## src/rtl/control_sequencer.sv

```systemverilog
// control_sequencer: hardwired fetch/decode/execute control unit for the
// bus-based CPU datapath. Produces every datapath strobe from the state
// register (Moore), using IR fields in the execute states. Memory states hold
// on a mem_rdy handshake and fall into a sticky FAULT state on a timeout.
//
// Ports:
//   Clock                      rising-edge clock
//   clr                        synchronous active-high reset
//   ir[31:0]                   current IR contents
//   mem_rdy                    memory finished the current Read/Write
//   stop                       halt at the next instruction boundary
//   bus_src[23:0]              one-hot bus driver select (0 = idle)
//   reg_in[15:0]               R0..R15 load enables
//   MARin..IncPC               datapath load strobes
//   Read, Write                memory request, held while waiting
//   alu_op[4:0]                ALU operation select
//   run                        high while sequencing
//   fault                      memory timeout occurred
module control_sequencer #(
    parameter int unsigned MEM_WAIT_MAX = 15,
    parameter logic [4:0]  ADD_OP       = 5'b00011
) (
    input  logic        Clock,
    input  logic        clr,
    input  logic [31:0] ir,
    input  logic        mem_rdy,
    input  logic        stop,
    output logic [23:0] bus_src,
    output logic [15:0] reg_in,
    output logic        MARin,
    output logic        MDRin,
    output logic        PCin,
    output logic        IRin,
    output logic        Yin,
    output logic        Zin,
    output logic        IncPC,
    output logic        Read,
    output logic        Write,
    output logic [4:0]  alu_op,
    output logic        run,
    output logic        fault
);

    localparam int unsigned CNT_W = 8;
    localparam logic [CNT_W-1:0] WAIT_LAST = CNT_W'(MEM_WAIT_MAX - 1);

    localparam logic [3:0] S_RESET = 4'd0;
    localparam logic [3:0] S_T0    = 4'd1;
    localparam logic [3:0] S_T1    = 4'd2;
    localparam logic [3:0] S_T2    = 4'd3;
    localparam logic [3:0] S_T3    = 4'd4;
    localparam logic [3:0] S_T4    = 4'd5;
    localparam logic [3:0] S_T5    = 4'd6;
    localparam logic [3:0] S_T6    = 4'd7;
    localparam logic [3:0] S_T7    = 4'd8;
    localparam logic [3:0] S_HALT  = 4'd9;
    localparam logic [3:0] S_FAULT = 4'd10;

    // Bus driver indices above the register file
    localparam int unsigned B_ZLO = 19;
    localparam int unsigned B_PC  = 20;
    localparam int unsigned B_MDR = 21;
    localparam int unsigned B_C   = 23;

    logic [3:0]       state;
    logic [3:0]       nextState;
    logic [CNT_W-1:0] waitCnt;
    logic [CNT_W-1:0] nextWaitCnt;

    logic [4:0] op;
    logic [3:0] ra;
    logic [3:0] rb;
    logic [3:0] rc;
    logic       isLd;
    logic       isSt;
    logic       isRType;
    logic       isIType;
    logic       isHalt;
    logic       isMem;
    logic [4:0] iAluOp;
    logic [3:0] boundaryState;
    logic       waitExpired;
    logic       unusedIrBits;

    assign op = ir[31:27];
    assign ra = ir[26:23];
    assign rb = ir[22:19];
    assign rc = ir[18:15];
    // Immediate bits are consumed by the datapath's Cout driver, not here
    assign unusedIrBits = ^ir[14:0];

    // Opcode decode; anything not listed behaves as nop
    always_comb begin
        isLd    = (op == 5'b00000);
        isSt    = (op == 5'b00010);
        isRType = (op == 5'b00011) || (op == 5'b00100) ||
                  (op == 5'b00101) || (op == 5'b00110);
        isIType = (op == 5'b01100) || (op == 5'b01101) || (op == 5'b01110);
        isHalt  = (op == 5'b11100);
        isMem   = isLd || isSt;
        case (op)
            5'b01101: iAluOp = 5'b00101;
            5'b01110: iAluOp = 5'b00110;
            default:  iAluOp = 5'b00011;
        endcase
    end

    // Instruction boundary: stop diverts the T0 entry into HALT
    assign boundaryState = stop ? S_HALT : S_T0;
    // Last permitted waiting cycle with memory still not ready
    assign waitExpired   = !mem_rdy && (waitCnt == WAIT_LAST);

    // State and wait-counter registers
    always_ff @(posedge Clock) begin
        if (clr) begin
            state   <= S_RESET;
            waitCnt <= '0;
        end else begin
            state   <= nextState;
            waitCnt <= nextWaitCnt;
        end
    end

    // Next-state and wait-counter logic
    always_comb begin
        nextState   = state;
        nextWaitCnt = waitCnt;
        case (state)
            S_RESET: nextState = boundaryState;
            S_T0: begin
                nextState   = S_T1;
                nextWaitCnt = '0;
            end
            S_T1: begin
                if (mem_rdy)          nextState = S_T2;
                else if (waitExpired) nextState = S_FAULT;
                else                  nextWaitCnt = waitCnt + CNT_W'(1);
            end
            S_T2: nextState = S_T3;
            S_T3: begin
                if (isHalt)                     nextState = S_HALT;
                else if (isRType || isIType || isMem) nextState = S_T4;
                else                            nextState = boundaryState;
            end
            S_T4: nextState = S_T5;
            S_T5: begin
                if (isMem) begin
                    nextState   = S_T6;
                    nextWaitCnt = '0;
                end else begin
                    nextState   = boundaryState;
                end
            end
            S_T6: begin
                if (!isLd || mem_rdy) begin
                    nextState   = S_T7;
                    nextWaitCnt = '0;
                end else if (waitExpired) begin
                    nextState   = S_FAULT;
                end else begin
                    nextWaitCnt = waitCnt + CNT_W'(1);
                end
            end
            S_T7: begin
                if (!isSt || mem_rdy) nextState = boundaryState;
                else if (waitExpired) nextState = S_FAULT;
                else                  nextWaitCnt = waitCnt + CNT_W'(1);
            end
            S_HALT:  nextState = S_HALT;
            S_FAULT: nextState = S_FAULT;
            default: nextState = S_RESET;
        endcase
    end

    // Moore output decode
    always_comb begin
        bus_src = '0;
        reg_in  = '0;
        MARin   = 1'b0;
        MDRin   = 1'b0;
        PCin    = 1'b0;
        IRin    = 1'b0;
        Yin     = 1'b0;
        Zin     = 1'b0;
        IncPC   = 1'b0;
        Read    = 1'b0;
        Write   = 1'b0;
        alu_op  = '0;
        run     = !((state == S_RESET) || (state == S_HALT) || (state == S_FAULT));
        fault   = (state == S_FAULT);
        case (state)
            S_T0: begin
                bus_src[B_PC] = 1'b1;
                MARin  = 1'b1;
                IncPC  = 1'b1;
                Zin    = 1'b1;
                alu_op = ADD_OP;
            end
            S_T1: begin
                bus_src[B_ZLO] = 1'b1;
                // Counter is cleared on entry, so zero marks the first cycle
                PCin  = (waitCnt == '0);
                Read  = 1'b1;
                MDRin = 1'b1;
            end
            S_T2: begin
                bus_src[B_MDR] = 1'b1;
                IRin = 1'b1;
            end
            S_T3: begin
                bus_src = 24'(1) << rb;
                Yin     = 1'b1;
            end
            S_T4: begin
                if (isRType) begin
                    bus_src = 24'(1) << rc;
                    Zin     = 1'b1;
                    alu_op  = op;
                end else if (isIType) begin
                    bus_src[B_C] = 1'b1;
                    Zin    = 1'b1;
                    alu_op = iAluOp;
                end else if (isMem) begin
                    bus_src[B_C] = 1'b1;
                    Zin    = 1'b1;
                    alu_op = ADD_OP;
                end
            end
            S_T5: begin
                bus_src[B_ZLO] = 1'b1;
                if (isMem) MARin  = 1'b1;
                else       reg_in = 16'(1) << ra;
            end
            S_T6: begin
                MDRin = 1'b1;
                if (isLd) Read    = 1'b1;
                else      bus_src = 24'(1) << ra;
            end
            S_T7: begin
                if (isLd) begin
                    bus_src[B_MDR] = 1'b1;
                    reg_in = 16'(1) << ra;
                end else begin
                    Write = 1'b1;
                end
            end
            default: ;
        endcase
    end

endmodule

```

## config.mk

```make
export PLATFORM = sky130hd
export DESIGN_NAME = control_sequencer
export DESIGN_NICKNAME = d
export VERILOG_FILES = /design/src/rtl/control_sequencer.sv
export SDC_FILE = /design/constraint.sdc
export NUM_CORES = 1
export LEC_CHECK = 0
export CAP_MARGIN = 20
export CELL_PAD_IN_SITES_DETAIL_PLACEMENT = 1
export CELL_PAD_IN_SITES_GLOBAL_PLACEMENT = 1
export CORE_ASPECT_RATIO = 0.6
export CORE_MARGIN = 4
export CORE_UTILIZATION = 30
export CTS_BUF_LIST = sky130_fd_sc_hd__clkbuf_2 sky130_fd_sc_hd__clkbuf_4 sky130_fd_sc_hd__clkbuf_8
export CTS_CLUSTER_SIZE = 30
export DETAILED_ROUTE_END_ITERATION = 7
export PLACE_DENSITY = 0.88
export SYNTH_ARGS = -nofsm -noshare
export SYNTH_HDL_FRONTEND = slang
export SYNTH_SLANG_ARGS = --single-unit
```

## constraint.sdc

```tcl
create_clock -name Clock -period 9.71 [get_ports Clock]
set_clock_uncertainty 0.1 [all_clocks]
set_input_delay 2.913 -clock Clock [delete_from_list [all_inputs] [get_ports Clock]]
set_output_delay 2.913 -clock Clock [all_outputs]
set_load 0.01 [all_outputs]
```

### After elaboration in Yosys (flattened, before gate mapping)

Index checks and enable logic that the tools add are counted.

| word-level totals | value |
|---|---|
| bits of input ports | 36 |
| register bits | 12 |
| ROM bits | 0 |
| output and inout bits | 56 |
| memories | 0 |
| word-level logic and storage cells | 99 |
| RAM bits | 0 |
| bits in latches | 0 |

| operators by class | value |
|---|---|
| multiply operators | 0 |
| $add $sub $neg | 1 |
| bitwise operators | 0 |
| equal/unequal tests | 23 |
| reduce and logical (&&, ||, !) cells | 24 |
| muxes and demuxes | 45 |
| div/mod/pow operators | 0 |
| shift-type cells | 4 |
| magnitude comparators | 0 |

Operators by type and width:

| cell | count |
|---|---|
| $shl 1x4->24 const A | 3 |
| $pmux 19 s3 | 1 |
| $pmux 4 s11 | 1 |
| $mux 8 | 5 |
| $pmux 8 s5 | 1 |
| $mux 16 | 2 |
| $mux 4 | 8 |
| $pmux 16 s2 | 1 |
| $mux 24 | 1 |
| $mux 23 | 1 |
| $eq 4x3->1 const B | 4 |
| $shl 1x4->16 const A | 1 |
| $eq 5x3->1 const B | 3 |
| $eq 5x4->1 const B | 3 |
| $eq 4x4->1 const B | 3 |
| $logic_or 1x1->1 | 12 |
| $mux 1 | 12 |
| $eq 5x2->1 const B | 2 |
| $mux 5 | 2 |
| $pmux 5 s2 | 1 |
| $add 8x1->8 const B | 1 |
| $eq 4x2->1 const B | 2 |
| $eq 8x4->1 const B | 1 |
| $logic_not 8->1 | 1 |
| other kinds (16) | 25 |

### Logic depth before layout (Yosys ltp)

Gate-level depths: netlist of run 1.

| depth | value |
|---|---|
| depth after elaboration | 9 |
| gate-level depth with buffers | 8 |
| gate-level depth less buffers | 7 |

### Worst setup path before layout of run 1

Ideal clock, no wire load.

| timing path | value |
|---|---|
| path type | input to output |
| start | input ir[30] |
| end | output reg_in[1] |
| stages | 7 |
| arrival | 4.589 ns |
| data required time | 6.697 ns |
| buffers on the path | 3 |
| slack | 2.108 ns |
| cells stage by stage | buf_6 -> or4_4 -> buf_2 -> nor2_1 -> a32oi_1 -> clkbuf_1 -> nor4_1 |

| between the ends | value |
|---|---|
| word-level cells in the longest chain between the ends | 4 |
| elaborated cells between the ends (all ways) | 6 |
| classes of those cells | 1 x eq/ne; 3 x mux; 2 x reduce/logical |

Ends and longest elaborated chain:

| element | line | RTL |
|---|---|---|
| start, declared | 25 | `input logic [31:0] ir,` |
| $eq 5x2->1 or $logic_not 5->1 (tied branches) | 95, 94 |  |
| $logic_or 1x1->1 | 100 | `isMem = isLd \|\| isSt;` |
| $mux 16 | 231 | `if (isMem) MARin = 1'b1;` |
| $pmux 16 s2 * | 191 | `case (state)` |
| end, declared | 29 | `output logic [15:0] reg_in,` |

Every way passes the cells marked *; elsewhere a longest branch is shown, timed or not.

### Worst setup path after layout of run 1

| timing path | value |
|---|---|
| start | input ir[27] |
| end | output reg_in[12] |

The elaborated chain is that of the path after synthesis.

==> reports/qor.yml, run 1 <==
outcome: "finished clean"
grt_max_degree: 26
cts-root-buf: "clkbuf_8"
intPower_uw: 142
grt_pass1_wl_um: 11900
initial_core_util_pct: 31.7
syn_area_um2: 1820
drv_cap: 0
tns_ns: 0
whs_endpoint: "waitCnt[6]"
hold_buffers: 0
min_period_ns: 9.04
drt_iter0_drc: 181
clkLatencyLatePin_ns: 0.25
syn_avg_cell_area_um2: 6.49
drtPass1Iterations: 4
cts_tree: "built"
power.share.sequential_pct: 29.4
endpoint_kind: "primary output"
hold_ws_ns: 0.432
dp_hpwl_um: 5570
p_switching_uw: 96.0
r2r_start: "state[3]"
synthDistinctLibCells: 57
yosys_warnings: 0
rrSetupSlack_ns: 6.79
switching_share_pct: 40.3
maxSlewHeadroom_pct: 27.8
grt_antenna_before_repair: 0
ctsResizeCount: 0
drt_wl_total_um: 7110
die_height_um: 68.3
crit_path_start_kind: "input port"
drv_slew: 0
cts_setup_buffers: 0
hp-class: "reg2reg"
area_growth_pct: 41.3
grt-ovfl-total: 0
ys_seq_elements: 12
power_density_nw_per_um2: 92.9
critPathMaxFanout: 13
drc_errors: 0
synthTopCellsByArea: "dfxtp_1, nor2_1, o21ai_0, nand2_1, nand2b_1"
clockPowerShare_pct: 23.2
holdPathStages: 2
worstPathArrival_ns: 6.02
rsz0062_at_grt: "false"
wl_per_cell_um: 17.1
hold_start: "waitCnt[6]"
n_fill_cell: 764
cts_made_buffers: 3
worst_pin_slew_ns: 1.08
reg2reg_to: "state[0]"
clock-sinks: 12
finalCritPeriodShare_pct: 93.1
r2r_cells: 5
fp.dieArea_um2: 7410
final-setup-viol-count: 0
clockBufferDepth: 2
std_cell_rows: 21
track_usage_pct: 19.6
drive_gt1_share_pct: 5.36
coreArea_um2: 5730
vias: 2345
fmax_mhz: 111
synth_cells: 280
ios: 92
routabilityCongestion: 0.872
synth_top_area_cell: "dfxtp_1"
synth_edf_count: 0
synth.top_cell.area_share_pct: 13.2
port_buffers: 70
cts_max_level: 1
async_flop_share_pct: 0
p_leak_uw: 0.000847
antenna_cells: 0
grt_pass1_vias: 2318
combPwrFrac_pct: 47.4
die_w_um: 108
clk_pin_slew_worst_paths_ns: 0.06
nets: 376
viasPerCell: 5.64
ir_drop_uv: 51.3
seq_area_frac_synth_pct: 13.2
ant_nets: 0
critPathRequiredTime_ns: 6.70
ys.flop_type: "dfxtp_1"
critPathKind: "in2out"
finalHoldViolCount: 0
## critical path: stages
cell and delay (ns):
clkdlybuf4s50_1 0.61, or4_4 0.71, a32oi_1 0.92, nand2b_1 0.30, nor2_1 0.07, clkdlybuf4s50_1 0.50
## final cells by class
type                       count  area [um2]  area share (%)
multi-input combinational    238        1420            55.4
timing repair buffer          71         708            27.6
sequential                    12         240            9.36
tap                           80         100            3.90
clock buffer                   4        55.1            2.14
inverter                      11        41.3            1.61
## sequential cells by signal, summed over array words and instances, names as in the netlist
name	cells
waitCnt	8
state	4
## layer usage
layer / wire (um) / up-vias / GRT usage [%] / share of wire, %
met3: 511 / 5 / 3.20 / 7.2
met5: 0 / - / 0 / 0
met4: 38 / 0 / 3.78 / 0.53
li1: - / 1132 / - / -
met2: 3170 / 86 / 31.9 / 45
met1: 3390 / 1122 / 27.6 / 48
## cells in the final DEF, fill, tap and decap left out, types with 4 or more instances in the layout
| master | n |
|---|---|
| nand2_1 | 22 |
| inv_1 | 11 |
| nand2b_1 | 13 |
| nor2b_1 | 6 |
| a21oi_1 | 13 |
| a31oi_1 | 6 |
| nor2_1 | 37 |
| a32oi_1 | 4 |
| dfxtp_1 | 12 |
| conb_1 | 6 |
| nand3_1 | 11 |
| nor3_1 | 16 |
| nor4_1 | 5 |
| xnor2_1 | 5 |
| clkdlybuf4s50_1 | 70 |
| clkbuf_8 | 4 |
| or3_1 | 4 |
| a22oi_1 | 7 |
| o21ai_0 | 27 |
| nor4b_1 | 5 |
## how the worst max path moves through the flow
stage | from | to | cells past startpoint
after floorplan | ir[30] | reg_in[1] | 7
after global placement | ir[27] | reg_in[12] | 6
after detailed placement | ir[27] | reg_in[8] | 6
after CTS | ir[27] | reg_in[8] | 6
after global routing | ir[27] | reg_in[8] | 6
final | ir[27] | reg_in[12] | 6
## cells by family after synthesis
kind of cell / Yosys count / share of synthesized area [%]
flip-flops: 12 / 13.2
other: 1 / 0.206
adder cells (fa/ha/maj): 3 / 2.07
XOR/XNOR: 7 / 3.37
multiplexers: 1 / 0.551
buffers and inverters: 35 / 9.50
AO/OA/AOI/OAI: 79 / 28.6
AND/OR/NAND/NOR: 142 / 42.5
## per-stage QoR
stage	setup WS, ns	area, um2	instances	total power (uW)	util [%]
6_report	0.673	2570	416	238	44.8
5_1_grt	0.413	2570	416	257	44.8
3_3_place_gp	0.743	2510	412	179	43.9
3_5_place_dp	0.693	2510	412	183	43.9
4_1_cts	0.689	2570	416	240	44.8
2_1_floorplan	2.11	1840	285	139	-
## power groups by stage
stage          clock [uW]  combinational, uW  sequential (uW)
2_1_floorplan           0               80.2             58.7
3_3_place_gp            0                110             68.9
3_5_place_dp            0                112             70.5
4_1_cts              57.3                113             69.5
5_1_grt              59.1                126             71.5
6_report             55.3                113             70.0
## synthesized netlist by cell type (5+ instances only)
master / number
nand2_1: 22
inv_1: 11
nand3_1: 11
o21ai_0: 27
xnor2_1: 5
nor2b_1: 6
nor3_1: 16
nor4b_1: 5
a21oi_1: 13
clkbuf_1: 11
a31oi_1: 6
nand2b_1: 13
nor4_1: 5
buf_4: 6
a22oi_1: 7
nor2_1: 37
dfxtp_1: 12
(Power assumes the default switching activity.)
==> run 2: changes to the inputs <==
CORE_UTILIZATION = 27   (was 30)
PLACE_DENSITY = 0.8   (was 0.88)
clock period = 8.5 ns   (was 9.71 ns; I/O delays follow)
==> run 2 against run 1 <==
Effect of this change: count of clock-buffer cells in the layout is the same; critical endpoint is now bus_src[9]; combinational power grew 15%; largest cell class unchanged; highest routed layer unchanged; power grew 14%; critical path depth is the same.
==> reports/qor.yml, run 2 (synthesis results as in run 1) <==
ir_drop_uv: 57.8
dp_hpwl_um: 5600
ios: 92
grt_antenna_before_repair: 0
cp_cell_sequence: "clkdlybuf4s50_1 -> or4_1 -> nor4b_1 -> nand2b_1 -> o21ai_0 -> clkdlybuf4s50_1"
grt_max_degree: 26
track_usage_pct: 16.9
critPathMaxFanout: 7
maxSlewHeadroom_pct: 36.0
antenna_cells: 0
wl_per_cell_um: 16.8
final_area_um2: 2590
viasPerCell: 5.47
std_cell_rows: 22
coreArea_um2: 6300
critPathRequiredTime_ns: 5.85
p_leak_uw: 0.000855
power_density_nw_per_um2: 105
critPathSlowestCell: "or4_1"
area_growth_pct: 42.4
final-setup-viol-count: 0
routabilityCongestion: 0.824
final_util_pct: 41.0
worstPathArrival_ns: 5.20
critPathKind: "in2out"
drt_iter0_drc: 148
top_regs: "waitCnt: 8 flops, state: 4 flops"
clkLatencyLatePin_ns: 0.25
rsz0062_at_grt: "false"
finalCritPeriodShare_pct: 92.3
drt_wl_total_um: 7070
cts_tree: "built"
hold_ws_ns: 0.426
largest_reg_flops: 8
hold_buffers: 0
drc_errors: 0
crit_path_start_kind: "input port"
tns_ns: 0
vias: 2310
layout.cells.most_common_list: "clkdlybuf4s50_1, nor2_1, o21ai_0"
clockBufferDepth: 2
grt_pass1_vias: 2180
grt-ovfl-total: 0
initial_core_util_pct: 28.8
critPathTopFamily: "simple AND/OR/NAND/NOR gates"
cts-root-buf: "clkbuf_8"
drtPass1Iterations: 4
grt_pass1_wl_um: 11500
max_stage_delay_ns: 0.65
cts_setup_buffers: 0
fp.dieArea_um2: 8150
drive_gt1_share_pct: 5.92
ctsResizeCount: 0
die_w_um: 114
port_buffers: 70
min_period_ns: 7.85
ant_nets: 0
fmax_mhz: 127
worst_pin_slew_ns: 0.947
endpoint_kind: "primary output"
clk_pin_slew_worst_paths_ns: 0.06
drv_slew: 0
cts_made_buffers: 3
die_height_um: 71.5
critPathBufInv: 2
clock-sinks: 12
nets: 378
cts_max_level: 1
finalHoldViolCount: 0
drv_cap: 0
dpl_cell_area_um2: 2530
hp-class: "reg2reg"
outcome: "finished clean"
cpMostUsedCell: "clkdlybuf4s50_1"
mostFrequentLayoutCell: "clkdlybuf4s50_1"
regMostFlops: "waitCnt"
## run 2: changes by cell type in the layout (fill, tap and decap cells not counted), sizes merged
cell  delta
buf      +2
## run 2: routing by layer
layer  track usage [%]  up-vias  share of wire, %  routed length [um]
met2              26.4       73                42                2990
met5                 0        -                 0                   0
met3              3.46        7               7.5                 528
met1              24.9     1096                50                3520
li1                  -     1134                 -                   -
met4              1.58        0              0.51                  36
## run 2: worst paths after layout
kind                   start          to  slack, ns  cells after the start
setup reg to reg    state[3]    state[0]       5.70                      5
hold reg to reg   waitCnt[4]  waitCnt[4]       0.43                      2
hold / removal    waitCnt[4]  waitCnt[4]       0.43                      2
setup / recovery      ir[31]  bus_src[9]       0.65                      6
## run 2: worst reg2reg max path: stages, from the launching register on
cell     delay (ns)
dfxtp_1        0.82
nor4b_2        0.55
nor4_1         0.23
a211o_1        0.42
or4_1          0.47
a21oi_1        0.14
## run 2: stage by stage
| step | cells | worst slack [ns] | power, uW |
|---|---|---|---|
| 2_1_floorplan | 285 | 1.62 | 159 |
| 3_3_place_gp | 418 | 0.678 | 206 |
| 3_5_place_dp | 418 | 0.675 | 208 |
| 4_1_cts | 422 | 0.668 | 274 |
| 5_1_grt | 422 | 0.418 | 292 |
| 6_report | 422 | 0.651 | 272 |
## run 2: power by group
group          switching [uW]  internal, uW  total, uW  leakage (uW)
registers                17.3          61.3       78.6     0.0000975
clock network            22.8          41.0       63.9     0.0000288
logic                    68.6          61.0        130      0.000729
total                     109           163        272      0.000855
## run 2: cell type report
class                           instances  area, um2
Tap cell                               84        105
Fill cell                             829       3720
Sequential cell                        12        240
Inverter                               11       41.3
Timing Repair Buffer                   73        723
Multi-Input combinational cell        238       1420
Clock buffer                            4       55.1
